===== config.mk =====
export PLATFORM = sky130hd
export DESIGN_NAME = pass_sequencer_flat
export DESIGN_NICKNAME = d
export VERILOG_FILES = /design/src/rtl/pass_sequencer_pkg.sv /design/src/rtl/pass_sequencer_if.sv /design/src/rtl/pass_sequencer_mem_port_mux.sv /design/src/rtl/pass_sequencer.sv /design/src/flat_wrapper.sv
export SDC_FILE = /design/constraint.sdc
export NUM_CORES = 1
export LEC_CHECK = 0
export ABC_AREA = 1
export CORE_MARGIN = 5
export CORE_UTILIZATION = 25
export DETAILED_ROUTE_END_ITERATION = 8
export HOLD_SLACK_MARGIN = 0.06
export SETUP_SLACK_MARGIN = 0.1
export SLEW_MARGIN = 25
export SYNTH_ARGS = -nofsm -noshare
export SYNTH_HDL_FRONTEND = slang
export SYNTH_HIERARCHICAL = 1
export SYNTH_SLANG_ARGS = --single-unit

===== constraint.sdc =====
create_clock -name clk -period 4.5 [get_ports clk]
set_clock_uncertainty 0.1 [all_clocks]
set_input_delay 0.45 -clock clk [delete_from_list [all_inputs] [get_ports clk]]
set_output_delay 0.45 -clock clk [all_outputs]
set_load 0.05 [all_outputs]

===== src/rtl/pass_sequencer_pkg.sv =====
// dt_pkg: shared definitions for the distance-transform pass sequencer.
//   DT_ADDR_W / DT_DATA_W : image memory address and pixel widths (128x128, 8-bit)
//   DT_TIMEOUT            : default per-pass cycle limit
//   seq_state_t           : sequencer state encoding
//   rounds_of()           : maps the iter request to a round count (0 runs once)
package dt_pkg;

  localparam int          DT_ADDR_W  = 14;
  localparam int          DT_DATA_W  = 8;
  localparam logic [19:0] DT_TIMEOUT = 20'd65535;

  typedef enum logic [2:0] {
    ST_IDLE = 3'd0,
    ST_CLR  = 3'd1,
    ST_FWD  = 3'd2,
    ST_GAP  = 3'd3,
    ST_BWD  = 3'd4,
    ST_DONE = 3'd5,
    ST_ERR  = 3'd6
  } seq_state_t;

  function automatic logic [2:0] rounds_of(input logic [2:0] iter);
    return (iter == 3'd0) ? 3'd1 : iter;
  endfunction

endpackage


===== src/rtl/pass_sequencer_if.sv =====
// pass_sequencer_if: bundle between the sequencer, the two pass engines and the
// shared image memory.
//   eng_clr, f_en, b_en          : sequencer -> engines
//   f_done/f_rd/f_wr/f_addr/f_do : forward engine -> sequencer
//   b_done/b_rd/b_wr/b_addr/b_do : backward engine -> sequencer
//   mem_rd/mem_wr/mem_addr/mem_d : sequencer -> shared memory
// master = sequencer side, slave = engine/memory side.
interface pass_sequencer_if import dt_pkg::*; #(
  parameter int ADDR_W = DT_ADDR_W,
  parameter int DATA_W = DT_DATA_W
) ();

  logic              eng_clr;
  logic              f_en;
  logic              f_done;
  logic              f_rd;
  logic              f_wr;
  logic [ADDR_W-1:0] f_addr;
  logic [DATA_W-1:0] f_do;
  logic              b_en;
  logic              b_done;
  logic              b_rd;
  logic              b_wr;
  logic [ADDR_W-1:0] b_addr;
  logic [DATA_W-1:0] b_do;
  logic              mem_rd;
  logic              mem_wr;
  logic [ADDR_W-1:0] mem_addr;
  logic [DATA_W-1:0] mem_d;

  modport master (
    output eng_clr, f_en, b_en, mem_rd, mem_wr, mem_addr, mem_d,
    input  f_done, f_rd, f_wr, f_addr, f_do,
    input  b_done, b_rd, b_wr, b_addr, b_do
  );

  modport slave (
    input  eng_clr, f_en, b_en, mem_rd, mem_wr, mem_addr, mem_d,
    output f_done, f_rd, f_wr, f_addr, f_do,
    output b_done, b_rd, b_wr, b_addr, b_do
  );

endinterface


===== src/rtl/pass_sequencer_mem_port_mux.sv =====
// mem_port_mux: combinational owner select for the shared image memory port.
//   i_sel_f / i_sel_b : forward / backward engine owns the port (never both)
//   i_f_* / i_b_*     : engine strobes, address and write data
//   o_mem_*           : shared memory strobes, address and write data
// With no owner every output is zero, so an idle engine can never leak a strobe.
module mem_port_mux import dt_pkg::*; #(
  parameter int ADDR_W = DT_ADDR_W,
  parameter int DATA_W = DT_DATA_W
) (
  input  logic              i_sel_f,
  input  logic              i_sel_b,
  input  logic              i_f_rd,
  input  logic              i_f_wr,
  input  logic [ADDR_W-1:0] i_f_addr,
  input  logic [DATA_W-1:0] i_f_do,
  input  logic              i_b_rd,
  input  logic              i_b_wr,
  input  logic [ADDR_W-1:0] i_b_addr,
  input  logic [DATA_W-1:0] i_b_do,
  output logic              o_mem_rd,
  output logic              o_mem_wr,
  output logic [ADDR_W-1:0] o_mem_addr,
  output logic [DATA_W-1:0] o_mem_d
);

  always_comb begin
    o_mem_rd   = 1'b0;
    o_mem_wr   = 1'b0;
    o_mem_addr = '0;
    o_mem_d    = '0;
    if (i_sel_f) begin
      o_mem_rd   = i_f_rd;
      o_mem_wr   = i_f_wr;
      o_mem_addr = i_f_addr;
      o_mem_d    = i_f_do;
    end else if (i_sel_b) begin
      o_mem_rd   = i_b_rd;
      o_mem_wr   = i_b_wr;
      o_mem_addr = i_b_addr;
      o_mem_d    = i_b_do;
    end
  end

endmodule


===== src/rtl/pass_sequencer.sv =====
// pass_sequencer: runs a distance-transform job as iter rounds of
// forward pass -> one idle cycle -> backward pass, with a per-pass watchdog.
//   clk, reset      : rising-edge clock, synchronous active-high reset
//   i_start, i_iter : job request and round count (accepted in IDLE/DONE/ERR)
//   o_busy          : job in progress
//   o_done          : job finished, held until the next accepted start
//   o_timeout_err   : a pass overran TIMEOUT, held until the next accepted start
//   bus             : engine control/status and shared memory port (master)
//
// state | meaning
// IDLE  | waiting for start after reset
// CLR   | one-cycle eng_clr pulse at the top of each round
// FWD   | forward engine owns memory until f_done
// GAP   | one dead cycle between passes, memory port quiet
// BWD   | backward engine owns memory until b_done
// DONE  | all rounds complete, waiting for start
// ERR   | a pass timed out, waiting for start
module pass_sequencer import dt_pkg::*; #(
  parameter int          ADDR_W  = DT_ADDR_W,
  parameter int          DATA_W  = DT_DATA_W,
  parameter logic [19:0] TIMEOUT = DT_TIMEOUT
) (
  input  logic             clk,
  input  logic             reset,
  input  logic             i_start,
  input  logic [2:0]       i_iter,
  output logic             o_busy,
  output logic             o_done,
  output logic             o_timeout_err,
  pass_sequencer_if.master bus
);

  // Down-counter: loaded on pass entry so the TIMEOUT-th cycle of a pass hits zero.
  localparam logic [19:0] CYC_LOAD = TIMEOUT - 20'd1;

  seq_state_t  r_state;
  seq_state_t  w_next;
  logic [19:0] r_cyc;
  logic [2:0]  r_rounds;
  logic        w_tc;
  logic        w_start_ok;
  logic        w_enter_pass;
  logic        w_sel_f;
  logic        w_sel_b;

  assign w_tc         = (r_cyc == 20'd0);
  assign w_start_ok   = i_start && ((r_state == ST_IDLE) || (r_state == ST_DONE) ||
                                    (r_state == ST_ERR));
  assign w_enter_pass = ((w_next == ST_FWD) && (r_state != ST_FWD)) ||
                        ((w_next == ST_BWD) && (r_state != ST_BWD));

  always_ff @(posedge clk) begin
    if (reset) r_state <= ST_IDLE;
    else       r_state <= w_next;
  end

  // Engine done is checked before the watchdog so a done on the last allowed cycle wins.
  always_comb begin
    w_next = r_state;
    case (r_state)
      ST_IDLE, ST_DONE, ST_ERR: if (i_start) w_next = ST_CLR;
      ST_CLR: w_next = ST_FWD;
      ST_FWD: begin
        if (bus.f_done) w_next = ST_GAP;
        else if (w_tc)  w_next = ST_ERR;
      end
      ST_GAP: w_next = ST_BWD;
      ST_BWD: begin
        if (bus.b_done) w_next = (r_rounds <= 3'd1) ? ST_DONE : ST_CLR;
        else if (w_tc)  w_next = ST_ERR;
      end
      default: w_next = ST_IDLE;
    endcase
  end

  always_ff @(posedge clk) begin
    if (reset) begin
      r_cyc    <= 20'd0;
      r_rounds <= 3'd0;
    end else begin
      if (w_enter_pass)
        r_cyc <= CYC_LOAD;
      else if (((r_state == ST_FWD) || (r_state == ST_BWD)) && !w_tc)
        r_cyc <= r_cyc - 20'd1;

      if (w_start_ok)
        r_rounds <= rounds_of(i_iter);
      else if ((r_state == ST_BWD) && bus.b_done)
        r_rounds <= r_rounds - 3'd1;
    end
  end

  always_comb begin
    o_busy        = 1'b0;
    o_done        = 1'b0;
    o_timeout_err = 1'b0;
    bus.eng_clr   = 1'b0;
    w_sel_f       = 1'b0;
    w_sel_b       = 1'b0;
    case (r_state)
      ST_CLR: begin
        o_busy      = 1'b1;
        bus.eng_clr = 1'b1;
      end
      ST_FWD: begin
        o_busy  = 1'b1;
        w_sel_f = 1'b1;
      end
      ST_GAP:  o_busy        = 1'b1;
      ST_BWD: begin
        o_busy  = 1'b1;
        w_sel_b = 1'b1;
      end
      ST_DONE: o_done        = 1'b1;
      ST_ERR:  o_timeout_err = 1'b1;
      default: ;
    endcase
  end

  assign bus.f_en = w_sel_f;
  assign bus.b_en = w_sel_b;

  mem_port_mux #(
    .ADDR_W (ADDR_W),
    .DATA_W (DATA_W)
  ) u_mem_port_mux (
    .i_sel_f    (w_sel_f),
    .i_sel_b    (w_sel_b),
    .i_f_rd     (bus.f_rd),
    .i_f_wr     (bus.f_wr),
    .i_f_addr   (bus.f_addr),
    .i_f_do     (bus.f_do),
    .i_b_rd     (bus.b_rd),
    .i_b_wr     (bus.b_wr),
    .i_b_addr   (bus.b_addr),
    .i_b_do     (bus.b_do),
    .o_mem_rd   (bus.mem_rd),
    .o_mem_wr   (bus.mem_wr),
    .o_mem_addr (bus.mem_addr),
    .o_mem_d    (bus.mem_d)
  );

endmodule


===== src/flat_wrapper.sv =====
// flat-port wrapper written by rule: the top's interface ports become plain ports
module pass_sequencer_flat import dt_pkg::*;
#(
  parameter int          ADDR_W  = DT_ADDR_W,
  parameter int          DATA_W  = DT_DATA_W,
  parameter logic [19:0] TIMEOUT = DT_TIMEOUT
)
  (clk, reset, i_start, i_iter, o_busy, o_done, o_timeout_err, bus_eng_clr, bus_f_en, bus_b_en, bus_mem_rd, bus_mem_wr, bus_mem_addr, bus_mem_d, bus_f_done, bus_f_rd, bus_f_wr, bus_f_addr, bus_f_do, bus_b_done, bus_b_rd, bus_b_wr, bus_b_addr, bus_b_do);
  pass_sequencer_if #(.ADDR_W(ADDR_W), .DATA_W(DATA_W)) bus_i ();
  input  logic clk;
  input  logic reset;
  input  logic i_start;
  input  logic [2:0] i_iter;
  output logic o_busy;
  output logic o_done;
  output logic o_timeout_err;
  output wire logic [$bits(bus_i.eng_clr)-1:0] bus_eng_clr;
  output wire logic [$bits(bus_i.f_en)-1:0] bus_f_en;
  output wire logic [$bits(bus_i.b_en)-1:0] bus_b_en;
  output wire logic [$bits(bus_i.mem_rd)-1:0] bus_mem_rd;
  output wire logic [$bits(bus_i.mem_wr)-1:0] bus_mem_wr;
  output wire logic [$bits(bus_i.mem_addr)-1:0] bus_mem_addr;
  output wire logic [$bits(bus_i.mem_d)-1:0] bus_mem_d;
  input wire logic [$bits(bus_i.f_done)-1:0] bus_f_done;
  input wire logic [$bits(bus_i.f_rd)-1:0] bus_f_rd;
  input wire logic [$bits(bus_i.f_wr)-1:0] bus_f_wr;
  input wire logic [$bits(bus_i.f_addr)-1:0] bus_f_addr;
  input wire logic [$bits(bus_i.f_do)-1:0] bus_f_do;
  input wire logic [$bits(bus_i.b_done)-1:0] bus_b_done;
  input wire logic [$bits(bus_i.b_rd)-1:0] bus_b_rd;
  input wire logic [$bits(bus_i.b_wr)-1:0] bus_b_wr;
  input wire logic [$bits(bus_i.b_addr)-1:0] bus_b_addr;
  input wire logic [$bits(bus_i.b_do)-1:0] bus_b_do;
  assign bus_eng_clr = bus_i.eng_clr;
  assign bus_f_en = bus_i.f_en;
  assign bus_b_en = bus_i.b_en;
  assign bus_mem_rd = bus_i.mem_rd;
  assign bus_mem_wr = bus_i.mem_wr;
  assign bus_mem_addr = bus_i.mem_addr;
  assign bus_mem_d = bus_i.mem_d;
  assign bus_i.f_done = bus_f_done;
  assign bus_i.f_rd = bus_f_rd;
  assign bus_i.f_wr = bus_f_wr;
  assign bus_i.f_addr = bus_f_addr;
  assign bus_i.f_do = bus_f_do;
  assign bus_i.b_done = bus_b_done;
  assign bus_i.b_rd = bus_b_rd;
  assign bus_i.b_wr = bus_b_wr;
  assign bus_i.b_addr = bus_b_addr;
  assign bus_i.b_do = bus_b_do;
  pass_sequencer #(.ADDR_W(ADDR_W), .DATA_W(DATA_W), .TIMEOUT(TIMEOUT)) u_core (.clk(clk), .reset(reset), .i_start(i_start), .i_iter(i_iter), .o_busy(o_busy), .o_done(o_done), .o_timeout_err(o_timeout_err), .bus(bus_i));
endmodule

==> results by stage, run 1 <==
STA:
- Measured against its own limit, the worst slew margin works out to 0.3949.
- The total count of max-transition violations in the final report is 0.
- Summed over all failing endpoints, the final setup total negative slack is 0 ns.
- The clock period minus worst slack is 3.229 ns.
- For this run, the top clock speed supported by timing is 309.7 MHz.
- At the pin with the least slew margin, the transition time is 0.9066 ns.
- Setup repair after global routing left no endpoint under its margin.
- Setup violations remaining at the end of the flow were counted as 0.
- The portion of the clock cycle consumed by the worst path in the final layout is 0.7176.
- The final hold slack is 0.3858 ns.
- Setup slack closes at 1.271 ns.
- The final-report hold violation count is 0.

Setup path:
- The slowest stage of the critical path belongs to the cell clkdlybuf4s50_1.
- The worst path buffer plus inverter count is 2.
- The largest delay contributor family on the critical path is buffers and inverters.
- In this run the worst path has a maximum fanout of 26.
- The critical path startpoint category is a register.
- The startpoint identified for the worst register-to-register timing path is u_core/r_state[1]$_SDFF_PP0_.
- The category of the most critical setup path is register to output port.
- The critical path goes through nor2_1 > nand2_2 > inv_1 > nand3_1 > nand2_1 > clkdlybuf4s50_1.
- On the worst path, the slowest cell contributes a delay of 0.82 ns.
- STA puts the critical path data arrival time at 2.68 ns.
- The worst path required time is 3.95 ns.
- The worst setup path is captured at an output port.
- The beginning of the critical path is u_core/r_state[1]$_SDFF_PP0_.

Finish:
- The sequential cell area is 520.5 um^2.
- Of the cells placed in the final design, the portion with a size suffix greater than 1 is 0.05745.
- The number of antenna diodes in the final layout is 0.
- Once layout is complete, the cells apart from fillers number 578.
- The count of fill cells added during filler insertion is 958.
- The most common cell after layout, fill and taps aside is nand2_1.
- The library cells used most frequently in the layout, excluding fill and tap cells, are nand2_1, clkdlybuf4s50_1, nor2_1.
- The net count of the finished layout is 532.
- Compared with the post-synthesis result, the final layout area differs by 40.12%.
- The area of the multi-input gates is 1474 um^2.

Yosys:
- The cell area after synthesis is 2273 um^2.
- The post-synthesis cell type count is 28.
- Counting every net in the synthesized netlist gives 456.
- Synthesis produced a netlist whose cell count is 396.
- For this run, the number of Yosys warnings is 6.
- The post-synthesis async set-or-reset flop share is 0.
- Counting flops with a built-in enable in the synthesized netlist gives 0.
- The register bit total from synthesis is 26.
- The portion of the post-synthesis area used by sequential elements is 0.2289.
- The average footprint of a synthesized cell is 5.741 um^2.
- The primary flip-flop cell chosen by synthesis mapping is dfxtp_1.

Die:
- The core region area is 8806 um^2.
- The number of top-level pins is 86.
- The count of standard-cell rows is 34.
- For this configuration, the core starts out at a cell density of 0.2582.
- The overall die area is 11100 um^2.
- The chip width is 105.4 um.
- The floorplan step set the die height to 105.4 um.

Placement:
- The count of placed standard cells including taps is 575.
- Routability-driven placement finished with a final weighted congestion of 0.8385.
- The count of input and output buffers is 85.
- The worst setup slack before clock tree synthesis is 1.553 ns.
- Detailed placement finished with a half-perimeter wire length of 5537 um.

Global routing:
- The total grt overflow is 0.
- For this run, global-route usage on met2 was measured as 0.2136.
- The number of antenna violations at the first check in global routing was 0.
- The via count of the first global-routing pass is 2498.
- The largest net degree at the start of global routing is 30.
- The met3 routing resource usage after global routing is 0.02689.
- The first global-routing pass estimated 11760 um of wire.
- The routing usage on met1 is 0.1583.
- In this run the most used layer during global routing was met2.
- In the global route stage, overall resource usage came out at 0.1238.

Worst hold path:
- The worst hold path begins at u_core/r_cyc[19]$_SDFFE_PP0P_.
- The path class of the tightest hold or removal check is register to register.

Pwr:
- In this run the power density over the cells is 409.6 nW/um^2.
- The overall power consumption is 1.305 mW.
- The largest vdd supply drop is 0.1972 mV.
- For this design the static power due to leakage is 1.470 nW.

CTS:
- The number of H-tree levels is 1.
- The total of hold buffers inserted after clock tree synthesis is 0.
- Clock latency on the worst-skew pair, taken at its later pin, is 0.27 ns.
- In this run, CTS created clock tree buffers numbering 3.
- After clock tree synthesis, the setup repair step added 0 buffers.
- The longest clock path from root to sink contains 2 buffers.
- The library cell used as clock root buffer is clkbuf_8.
- The post-cts resize count is 0.
- Counting every sink on the clock net gives 26.
- The TritonCTS clock tree is yes.
- The clock transition at the register clock pins on the worst setup and hold paths after CTS is 0.09 ns.

Routing:
- Dividing the detail-routed wire length by the instance count gives 12.08 um.
- The total via count after detailed routing is 2659.
- The post-detailed-route count of antenna-violating nets is 0.
- Using the TritonRoute via totals, the vias-per-cell ratio works out to 4.600.
- The detailed router finished its first iteration with 200 violations.
- After detailed routing, the number of remaining DRC violations is 0.
- The detailed-route wire length is 6983 um.
- The total iterations of the first detailed-routing run is 4.

Run:
- Across the run, the number of max-cap violations was 0.

Status:
- The run finished with clean final reports.
## through the flow
step	util	instance area, um^2
final	0.3618	3186
after global routing	0.3618	3186
after CTS	0.3618	3186
after detailed placement	0.3571	3144
after global placement	0.3571	3144
after floorplan	-	2273
## cell usage after synthesis (4+ instances only)
| library cell | count | area share |
|---|---|---|
| o21ai_0 | 7 | 0.015 |
| inv_2 | 4 | 0.0066 |
| dfxtp_1 | 26 | 0.23 |
| nand3_2 | 7 | 0.031 |
| nor2_1 | 55 | 0.091 |
| nand2_1 | 140 | 0.23 |
| a21oi_1 | 21 | 0.046 |
| buf_6 | 8 | 0.040 |
| nor2_2 | 4 | 0.011 |
| xor2_1 | 4 | 0.015 |
| nor3_1 | 4 | 0.0088 |
| nand3_1 | 49 | 0.11 |
| inv_1 | 38 | 0.063 |
| ha_1 | 4 | 0.022 |
## final timing paths
kind / end / slack [ns] / depth (start not counted)
worst max-delay path: bus_mem_addr[10] / 1.27 / 6
worst min-delay path: u_core/r_cyc[19]$_SDFFE_PP0P_ / 0.39 / 2
worst max register to register: u_core/r_rounds[2]$_SDFFE_PP0P_ / 2.18 / 9
worst min register to register: u_core/r_cyc[19]$_SDFFE_PP0P_ / 0.39 / 2
## worst reg2reg max path, stage by stage, from the launching register on
cell     delay, ns
dfxtp_1       0.35
nor2_1        0.18
nand2_2       0.12
inv_1         0.68
nand2_1       0.34
inv_1         0.16
nand2_1       0.07
nand2_1       0.06
o21ai_0       0.07
a21oi_1       0.12
## logic make-up after synthesis
group / Yosys count / synth area share
adder cells (fa/ha/maj): 4 / 0.02202
buffers and inverters: 57 / 0.1227
AO/OA/AOI/OAI: 31 / 0.06879
AND/OR/NAND/NOR: 273 / 0.5383
XOR/XNOR: 5 / 0.01926
flip-flops: 26 / 0.2289
## flip-flops by register name, indices dropped and copies added (netlist names)
register and count:
u_core/r_cyc 20, u_core/r_state 3, u_core/r_rounds 3
## final cells by class
class	count	area share
sequential	26	0.1634
multi-input combinational	313	0.4627
tap	108	0.04242
timing repair buffer	85	0.2671
clock buffer	3	0.01296
inverter	43	0.05145
## layer usage
metal  vias to the layer above  share of wire
met2                       106           0.44
met1                      1155           0.47
li1                       1390              -
met5                         -              0
met3                         8          0.084
met4                         0          0.011
## report_power, final
group | total, mW | switching (mW) | internal [mW]
clock network | 0.131 | 0.0713 | 0.0601
logic | 0.845 | 0.550 | 0.295
registers | 0.328 | 0.0530 | 0.275
total | 1.30 | 0.675 | 0.630
Power figures use the tool's default switching activity.
==> run 2: changes to the inputs <==
==> constraint.sdc (replaced) <==
create_clock -name clk -period 2.9 [get_ports clk]
set_clock_uncertainty 0.1 [all_clocks]
set_input_delay 0.29 -clock clk [delete_from_list [all_inputs] [get_ports clk]]
set_output_delay 0.29 -clock clk [all_outputs]
set_load 0.05 [all_outputs]
==> run 2 against run 1 <==
Effect of this change:
- combinational power increased by 54%
- critical path depth fell by 2
- cell area decreased by 0.75%
- largest power group unchanged
- via count grew 0.75%
- clock power up 78%
- highest routed layer unchanged
- critical path type unchanged
- die area unchanged
==> results by stage, run 2 (synthesis results as in run 1) <==
CTS:
- The clock insertion delay at the later pin of the skew report is 0.27 ns (about the same).
- The clock transition at the register clock pins on the worst setup and hold paths after CTS was 0.09 ns (about the same).
- The count of clock tree sinks is 26 (unchanged).
- The library cell used as clock root buffer is clkbuf_8 (unchanged).
- The TritonCTS clock tree was yes (unchanged).
- The post-cts resize count is 0 (unchanged).
- The maximum count of clock buffers along a single path is 2 (unchanged).
- The clock buffer count from CTS is 3 (unchanged).
- The number of H-tree levels is 1 (unchanged).
- The total of hold buffers inserted after clock tree synthesis is 0 (unchanged).
- The number of setup buffers added after CTS is 0 (unchanged).

Setup path:
- The category of the most critical setup path is register to output port (unchanged).
- The worst reg-to-reg setup slack is 1.01 ns (was 2.18 ns).
- The critical path startpoint category is a register (unchanged).
- The worst path required time is 2.51 ns (was 3.95 ns).
- The startpoint of the worst register-to-register path was u_core/r_state[1]$_SDFF_PP0_ (unchanged).
- The type of destination of the critical path is an output port (unchanged).
- Crit path cell chain: nor2_2 > inv_2 > nor2_1 > clkdlybuf4s50_1 (was nor2_1 > nand2_2 > inv_1 > nand3_1 > nand2_1 > clkdlybuf4s50_1).
- The end of the worst register-to-register path is u_core/r_rounds[1]$_SDFFE_PP0P_ (was u_core/r_rounds[2]$_SDFFE_PP0P_).
- The worst path buffer plus inverter count is 2 (unchanged).
- The endpoint arrival time on the critical path is 2.23 ns (was 2.68 ns).
- The largest delay contributor family on the critical path is buffers and inverters (unchanged).
- The largest fanout of any net on the critical path is 26 (unchanged).
- The largest stage delay on the critical path came to 0.82 ns (about the same).
- The number of cells on the worst reg-to-reg path is 8 (was 9).
- The critical-path cell with the highest stage delay is clkdlybuf4s50_1 (unchanged).

Worst hold path:
- The origin of the worst min-delay path is u_core/r_cyc[19]$_SDFFE_PP0P_ (unchanged).
- The worst hold path endpoint is u_core/r_cyc[19]$_SDFFE_PP0P_ (unchanged).
- The hold path depth is 2 (unchanged).
- The path class of the lowest-slack min-delay path is register to register (unchanged).

Die:
- The number of top-level pins is 86 (unchanged).
- The core region area is 8806 um^2 (unchanged).
- The count of standard-cell rows is 34 (unchanged).
- The overall die area was 11100 um^2 (unchanged).
- The overall die height came to 105.4 um (unchanged).
- The initial standard-cell utilization of the core came to 0.2582 (unchanged).
- The chip width was 105.4 um (unchanged).

Finish:
- The count of inserted antenna diode cells came to 0 (unchanged).
- The area added between synthesis and finish was 39.08% (was 40.12%).
- Top Registers: u_core/r_cyc: 20 flops, u_core/r_rounds: 3 flops, u_core/r_state: 3 flops (unchanged).
- The largest register by flop count is u_core/r_cyc (unchanged).
- The share of final-layout standard cells stronger than drive strength 1 is 0.1160 (was 0.05745).
- The most common cell after layout, fill and taps aside is nand2_1 (unchanged).
- The count of non-filler cells in the finished layout is 582 (was 578).
- The net count of the finished layout came to 535 (was 532).
- The share of the core filled with cells in the final layout was 0.3591 (was 0.3618).
- The final instance area came to 3162 um^2 (was 3186 um^2).
- The flip-flop count of the largest register, all copies and words added is 20 (unchanged).
- Commonest cells after routing, fill and taps aside: nand2_1, clkdlybuf4s50_1, nor2_1 (unchanged).

STA:
- The final-report hold violation count is 0 (unchanged).
- The final hold slack is 0.3984 ns (was 0.3858 ns).
- Of the available clock period, the critical path in the final layout requires 0.9029.
- For this run, the top clock speed supported by timing is 381.9 MHz.
- The worst max-slew margin expressed relative to the limit is 0.6517 (was 0.3949).
- The final setup slack of the worst path is 0.2816 ns (was 1.271 ns).
- The summed negative setup slack over all endpoints was 0 ns (unchanged).
- The total count of max-transition violations in the final report is 0 (unchanged).
- Setup repair after global routing missed its margin: no (unchanged).
- The clock period minus worst slack is 2.618 ns.
- The total of endpoints with negative setup slack in the final report is 0 (unchanged).
- The slew at the pin closest to its max-slew limit is 0.5209 ns (was 0.9066 ns).

Routing:
- The detailed-route DRC error count is 0 (unchanged).
- The total iterations of the first detailed-routing run is 4 (unchanged).
- The detailed-route wire length came to 7062 um (was 6983 um).
- The post-detailed-route count of antenna-violating nets is 0 (unchanged).
- The final routed wire length divided by cell count was 12.13 um (was 12.08 um).
- The detail-routed via count per cell came to 4.603 (was 4.600).
- The initial detailed-routing violation count is 137 (was 200).
- The total via count after detailed routing is 2679 (was 2659).

Pwr:
- The leakage power total came to 1.539 nW (was 1.470 nW).
- The overall power consumption was 2.040 mW (was 1.305 mW).
- The power per standard cell area was 645.3 nW/um^2 (was 409.6 nW/um^2).
- The largest vdd supply drop is 0.3360 mV (was 0.1972 mV).

Global routing:
- The global-route wire length before repair is 11810 um (was 11760 um).
- The number of antenna violations at the first check in global routing came to 0 (unchanged).
- The aggregate global-route resource usage is 0.1257 (was 0.1238).
- The largest net degree at the start of global routing is 29 (was 30).
- The via count of the first global-routing pass is 2511 (was 2498).
- The total grt overflow is 0 (unchanged).

Placement:
- The cell area after placement is 3107 um^2 (was 3144 um^2).
- The detailed placement HPWL was 5613 um (was 5537 um).
- The worst setup slack before clock tree synthesis was 0.5854 ns (was 1.553 ns).
- The count of placed standard cells including taps is 578 (was 575).
- The count of input and output buffers was 85 (unchanged).
- The placer's final routability congestion estimate is 0.8366 (was 0.8385).

Status:
- Outcome: finished, final reports clean (unchanged).

Run:
- The max capacitance violation total was 0 (unchanged).
==> run 2: cell count changes in the layout (fill, tap and decap cells not counted) <==
cell / change
buf_4: +27
clkbuf_8: +1
clkdlybuf4s50_1: -24
==> run 2: final cells by class <==
type / instances / area [um^2]
inverters: 43 / 163.9
well taps: 108 / 135.1
fillers: 974 / 5644
multi-input cells: 313 / 1474
clock buffers: 4 / 55.05
repair buffers: 88 / 813.3
flip-flops and latches: 26 / 520.5
==> run 2: metal layers <==
metal  up-vias  global-route usage  part of all wire
li1       1399                   -                 -
met1      1181              0.1627              0.48
met2        97              0.2140              0.44
met3         2             0.03056             0.082
met4         0             0.02249            0.0055
met5         -                   0                 0
==> run 2: worst max path at each step <==
stage,end,cells after the start,start
2_1_floorplan,bus_mem_d[2],6,u_core/r_state[1]$_SDFF_PP0_
3_3_place_gp,bus_eng_clr,4,u_core/r_state[2]$_SDFF_PP0_
3_5_place_dp,bus_eng_clr,4,u_core/r_state[2]$_SDFF_PP0_
4_1_cts,bus_eng_clr,4,u_core/r_state[2]$_SDFF_PP0_
5_1_grt,bus_eng_clr,4,u_core/r_state[2]$_SDFF_PP0_
6_report,bus_eng_clr,4,u_core/r_state[2]$_SDFF_PP0_
==> run 2: power breakdown <==
group,internal [mW],switching (mW),total [mW]
registers,0.427,0.0844,0.511
logic,0.447,0.849,1.30
clock network,0.121,0.112,0.233
total,0.995,1.05,2.04
==> run 2: worst reg2reg max path, cell delays in order, from the launching register on <==
cell and delay, ns:
dfxtp_1 0.35, nor2_1 0.18, nand2_2 0.13, inv_1 0.11
buf_4 0.30, nand2_1 0.23, o21ai_0 0.24, nand2_1 0.08
a21oi_1 0.11
